===== src/rtl/rtc_secuenciador_transacciones.sv =====
`default_nettype none
// ============================================================================
// Module   : rtc_secuenciador_transacciones
// Brief    : Shares the RTC pulse generator between a periodic full-register
//            read and three user write functions (time, date, timer).
//            Arbitrates pending requests with fixed priority and steps the
//            generator through one byte transfer per RTC register.
// Revision : 1.0 - initial release
// ============================================================================
module rtc_secuenciador_transacciones #(
  parameter int TICKS_LECTURA  = 1_000_000,
  parameter int CUENTA_FIN     = 24,
  parameter int CUENTA_CAPTURA = 16,
  parameter int N_LECTURA      = 9,
  parameter int N_ESCRITURA    = 3
) (
  input  logic       clk,
  input  logic       reset_n,
  input  logic       req_hora,
  input  logic       req_fecha,
  input  logic       req_timer,
  output logic [1:0] funcion,
  output logic       en,
  output logic [4:0] cuenta,
  output logic [3:0] indice_registro,
  output logic       captura_dato,
  output logic       ocupado,
  output logic       fin_transaccion
);

  // Periodic counter width; kept at least one bit for degenerate settings
  localparam int c_TICK_W = (TICKS_LECTURA > 1) ? $clog2(TICKS_LECTURA) : 1;
  localparam logic [c_TICK_W-1:0] c_TICK_MAX = c_TICK_W'(TICKS_LECTURA - 1);
  localparam logic [c_TICK_W-1:0] c_TICK_UNO = c_TICK_W'(1);

  localparam logic [4:0] c_CUENTA_FIN = 5'(CUENTA_FIN);
  localparam logic [4:0] c_CUENTA_CAP = 5'(CUENTA_CAPTURA);
  localparam logic [3:0] c_ULT_LECT   = 4'(N_LECTURA - 1);
  localparam logic [3:0] c_ULT_ESCR   = 4'(N_ESCRITURA - 1);

  // Function codes seen by the pulse generator
  localparam logic [1:0] c_FN_LECTURA = 2'b00;
  localparam logic [1:0] c_FN_HORA    = 2'b01;
  localparam logic [1:0] c_FN_FECHA   = 2'b10;
  localparam logic [1:0] c_FN_TIMER   = 2'b11;

  typedef enum logic [1:0] {
    S_INACTIVO      = 2'd0,
    S_SELECCION     = 2'd1,
    S_TRANSFERENCIA = 2'd2,
    S_FIN           = 2'd3
  } estado_t;

  estado_t             r_estado;
  logic [c_TICK_W-1:0] r_tick_cnt;
  logic                r_pend_hora;
  logic                r_pend_fecha;
  logic                r_pend_timer;
  logic                r_pend_lectura;
  logic [1:0]          r_funcion;
  logic                r_en;
  logic [4:0]          r_cuenta;
  logic [3:0]          r_indice;
  logic                r_captura;
  logic                r_ocupado;
  logic                r_fin;

  logic                w_tick_wrap;
  logic                w_alguno;
  logic [1:0]          w_ganador;
  logic                w_ultimo;

  assign w_tick_wrap = (r_tick_cnt == c_TICK_MAX);
  assign w_alguno    = r_pend_hora | r_pend_fecha | r_pend_timer | r_pend_lectura;
  // Last register of the running transaction depends on read vs. write
  assign w_ultimo    = (r_indice == ((r_funcion == c_FN_LECTURA) ? c_ULT_LECT : c_ULT_ESCR));

  // Free-running periodic read timer; keeps counting during transactions
  always_ff @(posedge clk or negedge reset_n) begin
    if (!reset_n) begin
      r_tick_cnt <= '0;
    end else if (w_tick_wrap) begin
      r_tick_cnt <= '0;
    end else begin
      r_tick_cnt <= r_tick_cnt + c_TICK_UNO;
    end
  end

  // Pending flags: a request in the FIN cycle of its own function re-arms it
  always_ff @(posedge clk or negedge reset_n) begin
    if (!reset_n) begin
      r_pend_hora    <= 1'b0;
      r_pend_fecha   <= 1'b0;
      r_pend_timer   <= 1'b0;
      r_pend_lectura <= 1'b1;
    end else begin
      r_pend_hora    <= req_hora    | (r_pend_hora    & ~(r_fin && (r_funcion == c_FN_HORA)));
      r_pend_fecha   <= req_fecha   | (r_pend_fecha   & ~(r_fin && (r_funcion == c_FN_FECHA)));
      r_pend_timer   <= req_timer   | (r_pend_timer   & ~(r_fin && (r_funcion == c_FN_TIMER)));
      r_pend_lectura <= w_tick_wrap | (r_pend_lectura & ~(r_fin && (r_funcion == c_FN_LECTURA)));
    end
  end

  // Fixed priority: hora > fecha > timer > periodic read
  always_comb begin
    w_ganador = c_FN_LECTURA;
    if (r_pend_hora) begin
      w_ganador = c_FN_HORA;
    end else if (r_pend_fecha) begin
      w_ganador = c_FN_FECHA;
    end else if (r_pend_timer) begin
      w_ganador = c_FN_TIMER;
    end
  end

  // Transaction sequencer; every generator-facing output is registered here
  always_ff @(posedge clk or negedge reset_n) begin
    if (!reset_n) begin
      r_estado  <= S_INACTIVO;
      r_funcion <= c_FN_LECTURA;
      r_en      <= 1'b0;
      r_cuenta  <= 5'd0;
      r_indice  <= 4'd0;
      r_captura <= 1'b0;
      r_ocupado <= 1'b0;
      r_fin     <= 1'b0;
    end else begin
      r_captura <= 1'b0;
      r_fin     <= 1'b0;
      case (r_estado)
        S_INACTIVO: begin
          if (w_alguno) begin
            r_estado  <= S_SELECCION;
            r_ocupado <= 1'b1;
          end
        end
        S_SELECCION: begin
          r_funcion <= w_ganador;
          r_indice  <= 4'd0;
          r_cuenta  <= 5'd0;
          r_en      <= 1'b1;
          r_captura <= (w_ganador == c_FN_LECTURA) && (c_CUENTA_CAP == 5'd0);
          r_estado  <= S_TRANSFERENCIA;
        end
        S_TRANSFERENCIA: begin
          if (r_cuenta == c_CUENTA_FIN) begin
            r_cuenta <= 5'd0;
            if (w_ultimo) begin
              r_en     <= 1'b0;
              r_fin    <= 1'b1;
              r_estado <= S_FIN;
            end else begin
              r_indice  <= r_indice + 4'd1;
              r_captura <= (r_funcion == c_FN_LECTURA) && (c_CUENTA_CAP == 5'd0);
            end
          end else begin
            r_cuenta  <= r_cuenta + 5'd1;
            // Strobe lines up with the cycle in which cuenta shows the capture step
            r_captura <= (r_funcion == c_FN_LECTURA) && ((r_cuenta + 5'd1) == c_CUENTA_CAP);
          end
        end
        S_FIN: begin
          r_ocupado <= 1'b0;
          r_estado  <= S_INACTIVO;
        end
        default: begin
          r_estado <= S_INACTIVO;
        end
      endcase
    end
  end

  assign funcion         = r_funcion;
  assign en              = r_en;
  assign cuenta          = r_cuenta;
  assign indice_registro = r_indice;
  assign captura_dato    = r_captura;
  assign ocupado         = r_ocupado;
  assign fin_transaccion = r_fin;

endmodule
`default_nettype wire


===== config.mk =====
export PLATFORM = sky130hd
export DESIGN_NAME = rtc_secuenciador_transacciones
export DESIGN_NICKNAME = d
export VERILOG_FILES = /design/src/rtl/rtc_secuenciador_transacciones.sv
export SDC_FILE = /design/constraint.sdc
export NUM_CORES = 1
export LEC_CHECK = 0
export ABC_AREA = 0
export BUFFER_PORTS_ARGS = -buffer_cell sky130_fd_sc_hd__buf_2
export CAP_MARGIN = 5
export CORE_MARGIN = 8
export CORE_UTILIZATION = 40
export CTS_CLUSTER_SIZE = 16
export DETAILED_ROUTE_END_ITERATION = 8
export PLACE_DENSITY = 0.61
export SLEW_MARGIN = 20
export SYNTH_ARGS = -nofsm -noshare
export SYNTH_HDL_FRONTEND = slang
export SYNTH_SLANG_ARGS = --single-unit
export TNS_END_PERCENT = 30

===== constraint.sdc =====
create_clock -name clk -period 1.5 [get_ports clk]
set_input_delay 0.075 -clock clk [delete_from_list [all_inputs] [get_ports clk]]
set_output_delay 0.075 -clock clk [all_outputs]
set_load 0.005 [all_outputs]

# Word-level counts from Yosys, hierarchy flattened
# Cells that the tools add are included.
dict set report totals {
  regBits 41
  inputBits 5
  output_inout_bits 15
  word_cells 82
}
dict set report op_classes {
  addsub 3
  eq_ne 14
  muxes 24
  bitwise_logic 15
  n_reduce_logical 13
}
# operator count
set op_table {}
lappend op_table {{20-bit by 1-bit adder with 20-bit output, second input constant} 1}
lappend op_table {{20-bit equality test, second input constant} 1}
lappend op_table {{20-bit two-way mux} 1}
lappend op_table {{2-bit two-way mux} 6}
lappend op_table {{4-bit two-way mux} 3}
lappend op_table {{5-bit equality test, second input constant} 2}
lappend op_table {{5-bit one-hot mux with 2 select lines} 1}
lappend op_table {{3-bit AND reduction} 3}
lappend op_table {{2-bit equality test, second input constant} 4}
lappend op_table {{1-bit two-way mux} 8}
lappend op_table {{2-bit inequality test, second input constant} 4}
lappend op_table {{2-bit one-hot mux with 4 select lines} 1}
lappend op_table {{4-bit one-hot mux with 2 select lines} 1}
lappend op_table {{1-bit bitwise OR} 7}
lappend op_table {{5-bit by 1-bit adder with 5-bit output, second input constant} 1}
lappend op_table {{1-bit logical AND} 5}
lappend op_table {{5-bit two-way mux} 1}
lappend op_table {{4-bit by 1-bit adder with 4-bit output, second input constant} 1}
lappend op_table {{1-bit AND} 4}
lappend op_table {{2-bit by 1-bit equality test with 1-bit output, second input constant} 2}
lappend op_table {{4-bit equality test} 1}
lappend op_table {{2-bit logical NOT} 2}
lappend op_table {{1-bit NOT} 4}
lappend op_table {{1-bit one-hot mux with 2 select lines} 2}
lappend op_table {{2 further kinds} 3}

# Depth between registers and ports, before layout
# Gate-level depths: netlist (run 1).
dict set report depth {
  depth_word 6
  ltp_mapped 7
  depth_no_buf 6
}

# Worst setup path before layout (run 1)
# OpenSTA, ideal clock, no wires.
dict set report synth_timing {
  path_kind {reg-to-reg}
  startpoint {register r_cuenta[0] (netlist: cuenta[0])}
  endpoint {register r_estado[1]}
  arrival_ps 1554
  required_time_ps 1374
  path_slack_ps -181
  path_stages_with_launch 7
  path_buffers 0
  synth_period_minus_slack_ps 1681
  path_cell_list {dfrtp_1 inv_1 ha_1 nand4b_4 nor3_1 nand2_1 a311o_1}
}
dict set report synth_via {
  elab_chain_cells 3
}
# element line_no
set synth_lines {}
lappend synth_lines {{from (decl)} 62} ;# logic [4:0] r_cuenta;
lappend synth_lines {{from (signal assigned)} 157} ;# r_cuenta <= r_cuenta + 5'd1;
lappend synth_lines {{5-bit equality test} 146} ;# if (r_cuenta == c_CUENTA_FIN) begin
lappend synth_lines {{2-bit inequality test (no source line)} n/a}
lappend synth_lines {{3-bit AND reduction (no source line)} n/a}
lappend synth_lines {{to (signal assigned)} 143} ;# r_estado <= S_TRANSFERENCIA;
lappend synth_lines {{to (signal assigned)} 151} ;# r_estado <= S_FIN;
lappend synth_lines {{to (signal assigned)} 164} ;# r_estado <= S_INACTIVO;
lappend synth_lines {{to (decl)} 54} ;# estado_t r_estado;
# No other way between the ends.
# A chain may end at the register's enable or synchronous reset.

# Worst setup path after layout (run 1)
dict set report layout_timing {
  startpoint {register r_tick_cnt[1]}
  endpoint {register r_tick_cnt[16]}
}
dict set report layout_via {
  elab_chain_cells 2
  elab_cells_between_ends 3
  cone_classes {add/sub (1); eq/ne (1); mux (1)}
}
# element line_no
set layout_lines {}
lappend layout_lines {{from (decl)} 55} ;# logic [c_TICK_W-1:0] r_tick_cnt;
lappend layout_lines {{from (signal assigned)} 85} ;# r_tick_cnt <= r_tick_cnt + c_TICK_UNO;
lappend layout_lines {{20-bit by 1-bit adder with 20-bit output or 20-bit equality test (tied branches)} {85, 73}}
lappend layout_lines {{20-bit two-way mux (*)} 82} ;# end else if (w_tick_wrap) begin
# Mark *: on every way between the ends. The rest lies on a longest branch, timed or not.

==> impl_metrics.tcl, run 1 <==
set metrics [dict create \
    timing.final.crit_share_pct 103.2 \
    status "complete, but fails checks" \
    clk-insertion-delay-late_ps 300 \
    first_global_vias 1847 \
    tritoncts_clock_tree "yes" \
    fillCellCount 485 \
    route.detailed.vias_per_inst 5.168 \
    detailedRoute.firstPassIterationCount 4 \
    leakagePower_nw 1.341 \
    timing.critical_path.from "r_tick_cnt[1]$_DFF_PN0_" \
    die_height_um 90.70 \
    rsz0062_at_grt "true" \
    comb_power_share_pct 1.9 \
    final_cells 357 \
    postSynthNetCount 234 \
    io_pins 20 \
    synth_enable_flop_cells 0 \
    path_class "flop to flop" \
    critical_path_peak_fanout 4 \
    clock_tree.htree_level_count 2 \
    final_max_slew_viol_count 0 \
    number_of_antenna_violations_at_the_first_check_in_global_routing 0 \
    cts-buffers-inserted 5 \
    most_frequent_cells_in_the_layout "buf_4 (42), dfrtp_1 (40), buf_2 (19), nand2_1 (18), nand3_1 (14)" \
    most_common_cell_after_layout_fill_and_taps_aside "buf_4" \
    areaGrowthSynthToFinish_pct 29.04 \
    placedCellCount 343 \
    yosys_warnings 0 \
    final.setup.worst_slack_ps -48.28 \
    timing.critical_path.required_ps 1710 \
    regToRegStartpoint "r_tick_cnt[1]$_DFF_PN0_" \
    antenna-diode-count 0 \
    core_area_sq_mm 0.005439 \
    number_of_clock_sinks 41 \
    cts-root-to-sink-buffers 2 \
    timing.hold.worst.class "input pin to async pin" \
    pre_cts_slack_ps -50.63 \
    synthDistinctLibCells 49 \
    totalWireLength_um 4833 \
    clk_pin_slew_worst_paths_ps 80 \
    slew_headroom_pct 65.09 \
    avgRoutedWirePerCell_um 13.54 \
    placed_area_sq_mm 0.002726 \
    fin_util_pct 52.96 \
    power.sequential.fraction_pct 58.3 \
    setup_total_negative_slack_ps -114.1 \
    number_of_instances_in_the_synthesized_netlist 219 \
    port_buffers 19 \
    worst_pin_slew_ps 523.7 \
    power_total_mw 1.895 \
    final_area_sq_mm 0.002880 \
    area_contributors_post_synth "dfrtp_1 (45%), ha_1 (5.6%), nand2_1 (3.2%), nand3_1 (3.1%), xnor2_1 (3.1%)" \
    ff2ff_setup_slack_ps -50 \
    achievable-frequency_mhz 645.9 \
    power.share.clock_pct 39.8 \
    hold_slack_ps 373.2 \
    maxCapViolCount 0 \
    grt_overflow 0 \
    initial_utilization_pct 41.04 \
    cp_data_arrival_time_ps 1750 \
    yosysSeqAreaShare_pct 46.02 \
    placementRows 27 \
    synth_area_leader_cell "dfrtp_1" \
    power.density_cell_area_mw_per_mm2 658.0 \
    syn_area_sq_mm 0.002232 \
    vias 1845 \
    report.final.hold_viol_count 0 \
    power.ir.vdd_worst_uv 493.0 \
    grt_max_degree 42 \
    timing.critical_path.to "r_tick_cnt[16]$_DFF_PN0_" \
    netlist.area_leader.share_pct 44.84 \
    p_sw_mw 0.4025 \
    finalSetupViolCount 3 \
    rr_endpoint "r_tick_cnt[16]$_DFF_PN0_" \
    cp-end-kind "flop" \
    ctsRootBufferMaster "clkbuf_8" \
    postSynthAreaPerCell_sq_um 10.19 \
    fp.dieW_um 90.70 \
    failed_checks "setup timing" \
    number_of_register_bits_inferred_by_synthesis 41 \
    fraction_of_layout_instances_using_a_drive_strength_above_1_pct 31.58 \
    post-route-drc-count 0 \
    final_net_count 299 \
    async_reset_ff_share_pct 100.0 \
    critPathLaunchType "flop" \
    power_switching_share_pct 21.24 \
    final_period_minus_worst_setup_slack_ps 1548 \
    global_route_wire_length_before_repair_um 8473 \
    grt_util_all_layers_pct 12.59 \
    power_report.internal_total_mw 1.493 \
    drt_iter0_markers 59 \
    ys_dominant_reg_cell "dfrtp_1" \
    routed_antenna_nets 0 \
    fp.dieArea_sq_mm 0.008226 \
    reg2reg_depth 5 \
    dp.final_hpwl_um 3514 \
    globalplace.congestion 0.7788 \
    final.setup_skew_ps 5.605 \
]
flip-flops by register name (all words and copies together) (netlist names):
register and flops:
captura_dato 1, r_pend_lectura 1, r_pend_hora 1, cuenta 5
funcion 2, ocupado 1, fin_transaccion 1, en 1
r_estado 2, r_tick_cnt 20, r_pend_fecha 1, indice_registro 4
r_pend_timer 1
worst min-delay path by stage:
stage               startpoint                              to  slack (ps)  depth (start not counted)
floorplan              reset_n          captura_dato$_DFF_PN0_        -220                          0
global placement       reset_n         r_tick_cnt[7]$_DFF_PN0_         180                          2
detailed placement     reset_n         r_tick_cnt[9]$_DFF_PN0_         180                          2
CTS                    reset_n  indice_registro[3]$_DFFE_PN0P_         380                          3
global route           reset_n  indice_registro[3]$_DFFE_PN0P_         420                          3
finish                 reset_n         r_tick_cnt[9]$_DFF_PN0_         370                          3
power by group through the flow:
stage	Clock, mW	Combinational, mW	Sequential (mW)
after CTS	0.793	0.0386	1.10
after global routing	0.819	0.0415	1.10
after global placement	0	0.0304	1.13
final	0.755	0.0361	1.10
after detailed placement	0	0.0308	1.13
after floorplan	0	0.000798	1.13
synth_stat cells, drive strengths merged (2+ instances only):
library cell / count
dfrtp: 40
nand2: 19
nand3: 15
nor2: 14
ha: 10
a21oi: 9
inv: 8
nand4: 8
xnor2: 8
xor2: 8
clkbuf: 7
and3: 6
nor3: 6
o21ai: 6
a21o: 5
a31oi: 5
mux2i: 5
and4: 4
a22o: 3
nand2b: 3
nor2b: 3
nor4: 3
a211oi: 2
nand4b: 2
nor3b: 2
nor4b: 2
cell families after synthesis:
| kind of cell | Yosys count | share of synthesized area (%) |
|---|---|---|
| buf+inv | 16 | 3.027 |
| flops | 41 | 46.02 |
| fa+ha+maj | 10 | 5.605 |
| simple gates | 93 | 25.00 |
| mux | 6 | 2.747 |
| compound gates | 37 | 10.99 |
| xor+xnor | 16 | 6.615 |
layout make-up:
class	count	area [sq um]	area share, %
flip-flops and latches	41	1027	35.66
clock buffers	8	90.09	3.128
inverters	8	30.03	1.043
multi-input cells	162	1172	40.70
well taps	72	90.09	3.128
repair buffers	66	470.5	16.33
metal layers:
metal	wire length, um	up-vias	track usage [%]
li1	-	921	-
met5	0	-	0
met3	219	4	3.325
met2	2388	37	20.46
met4	31	0	6.103
met1	2194	883	15.01
critical path: stages (launching register included):
cell and delay [ps]:
dfrtp_1 360, ha_2 200, inv_2 30, or4_4 560, mux2i_1 150, nor3_1 160
repair_timing:
item                       CTS  global route
buffers inserted             0             2
resized for setup            1             4
setup endpoints to repair    3            11
hold endpoints to repair    43             0
hold buffers                 4             0
pin swaps                    2             4
No activity file was read; power rests on OpenSTA's default activity.
==> run 2, diff against run 1 <==
Clock period 1.5 ns to 1.3 ns, I/O delays scaled along.
==> run 2 against run 1 <==
Register-to-register slack got worse by 200 ps. Wire length up 14%. Clock skew grew 4.1 ps. Fmax rose by 0.19%. The flow still finishes with violations (setup timing). Non-clock buffer count rose by 19. Core utilization increased by 6.1 points. Combinational power increased by 31%. Critical path type unchanged. Sequential share of layout area is 3.6 points lower.
==> impl_metrics.tcl, run 2 (synthesis results as in run 1) <==
set metrics [dict create \
    grt_max_degree 27 \
    final_max_slew_viol_count 0 \
    placed_area_sq_mm 0.002854 \
    maxCapViolCount 0 \
    final_period_minus_worst_setup_slack_ps 1545 \
    global_route_wire_length_before_repair_um 9087 \
    pre_cts_slack_ps -229.6 \
    cpMaxStageDelayCell "or4_4" \
    cp_data_arrival_time_ps 1750 \
    status "complete, but fails checks" \
    die_height_um 90.70 \
    routed_antenna_nets 0 \
    number_of_antenna_violations_at_the_first_check_in_global_routing 0 \
    fraction_of_layout_instances_using_a_drive_strength_above_1_pct 42.76 \
    cp-end-kind "flop" \
    antenna-diode-count 0 \
    final.setup_skew_ps 9.715 \
    largest_register_ffs 20 \
    finalSetupViolCount 27 \
    setup_total_negative_slack_ps -3169 \
    slowest_delay_ps 560 \
    detailedRoute.firstPassIterationCount 4 \
    initial_utilization_pct 41.04 \
    power_total_mw 2.141 \
    totalWireLength_um 5509 \
    timing.hold.worst.class "input pin to async pin" \
    cts-root-to-sink-buffers 2 \
    fp.dieArea_sq_mm 0.008226 \
    final_area_sq_mm 0.003211 \
    fp.dieW_um 90.70 \
    crit_path_cell_trace "ha_4 -> inv_2 -> or4_4 -> mux2i_1 -> nor3_1" \
    hold_slack_ps 226.5 \
    reg2reg_depth 5 \
    path_class "flop to flop" \
    tritoncts_clock_tree "yes" \
    grt_util_all_layers_pct 13.36 \
    power.density_cell_area_mw_per_mm2 666.9 \
    avgRoutedWirePerCell_um 14.65 \
    number_of_clock_sinks 41 \
    rsz0062_at_grt "true" \
    timing.final.crit_share_pct 118.9 \
    failed_checks "setup timing" \
    critical_path_peak_fanout 4 \
    port_buffers 19 \
    route.detailed.vias_per_inst 5.184 \
    final.setup.worst_slack_ps -245.3 \
    clk_pin_slew_worst_paths_ps 80 \
    ctsRootBufferMaster "clkbuf_8" \
    vias 1949 \
    final_net_count 318 \
    most_common_cell_after_layout_fill_and_taps_aside "buf_4" \
    placementRows 27 \
    drt_iter0_markers 52 \
    dp.final_hpwl_um 3849 \
    worst_pin_slew_ps 407.6 \
    slew_headroom_pct 72.83 \
    critPathLaunchType "flop" \
    first_global_vias 1942 \
    power.ir.vdd_worst_uv 403.1 \
    timing.critical_path.required_ps 1510 \
    areaGrowthSynthToFinish_pct 43.83 \
    cts-buffers-inserted 5 \
    leakagePower_nw 1.471 \
    achievable-frequency_mhz 647.1 \
    max_flop_register "r_tick_cnt" \
    grt_overflow 0 \
    report.final.hold_viol_count 0 \
    most_frequent_cells_in_the_layout "buf_4 (53), dfrtp_1 (39), buf_2 (19), nand2_1 (16), nand3_1 (14)" \
    post-route-drc-count 0 \
    core_area_sq_mm 0.005439 \
    globalplace.congestion 0.7891 \
    clock_tree.htree_level_count 2 \
    clk-insertion-delay-late_ps 300 \
    fillCellCount 494 \
    io_pins 20 \
]
run 2: cell count changes in the layout (fill, tap and decap cells not counted), sizes merged:
| cell | before | now |
|---|---|---|
| buf | 62 | 81 |
run 2: metrics by stage:
| step | utilization [%] | cells |
|---|---|---|
| 6_report | 59.03 | 376 |
| 2_1_floorplan | - | 219 |
| 3_3_place_gp | 52.47 | 358 |
| 3_5_place_dp | 52.47 | 358 |
| 4_1_cts | 56.61 | 375 |
| 5_1_grt | 59.03 | 376 |
run 2: cell type report:
cell class / count / area (sq um) / area share (%)
flip-flops and latches: 41 / 1028 / 32.03
inverters: 8 / 30.03 / 0.9353
multi-input cells: 162 / 1330 / 41.43
clock buffers: 8 / 80.08 / 2.494
repair buffers: 85 / 651.9 / 20.30
well taps: 72 / 90.09 / 2.806
run 2: timing repair:
action	4_1_cts	5_1_grt
setup endpoints to repair	30	32
cloned	0	0
resized for setup	20	26
hold buffers	4	0
buffers inserted	7	1
pin swaps	14	17
endpoints found under the hold margin	18	0
run 2: per-layer routing:
layer | global-route usage, % | up-vias | share of wire (%)
li1 | - | 964 | -
met5 | 0 | - | 0
met3 | 3.574 | 7 | 4.2
met1 | 16.16 | 939 | 44
met4 | 4.716 | 0 | 1.5
met2 | 22.17 | 39 | 50
run 2: power by group:
part	switching, mW	internal (mW)
combinational	0.0284	0.0189
clock	0.438	0.382
sequential	0.0000000000000000837	1.27
total	0.466	1.68
run 2: worst paths after layout:
path / slack, ps / endpoint / startpoint
max: -250 / r_tick_cnt[18]$_DFF_PN0_ / r_tick_cnt[1]$_DFF_PN0_
min: 230 / r_tick_cnt[3]$_DFF_PN0_ / reset_n
min reg2reg: 500 / en$_DFFE_PN0P_ / en$_DFFE_PN0P_
max in group asynchronous: 520 / r_pend_lectura$_DFF_PN1_ / reset_n
min in group clk: 490 / r_pend_hora$_DFF_PN0_ / req_hora
max reg2reg: -250 / r_tick_cnt[18]$_DFF_PN0_ / r_tick_cnt[1]$_DFF_PN0_
run 2: critical path, delay by kind of cell (launching register included):
| kind | cells | cell delay [ps] |
|---|---|---|
| flip-flops | 1 | 400 |
| AND/OR/NAND/NOR | 2 | 730 |
| buffers and inverters | 1 | 30 |
| adder cells (fa/ha/maj) | 1 | 160 |
| multiplexers | 1 | 140 |
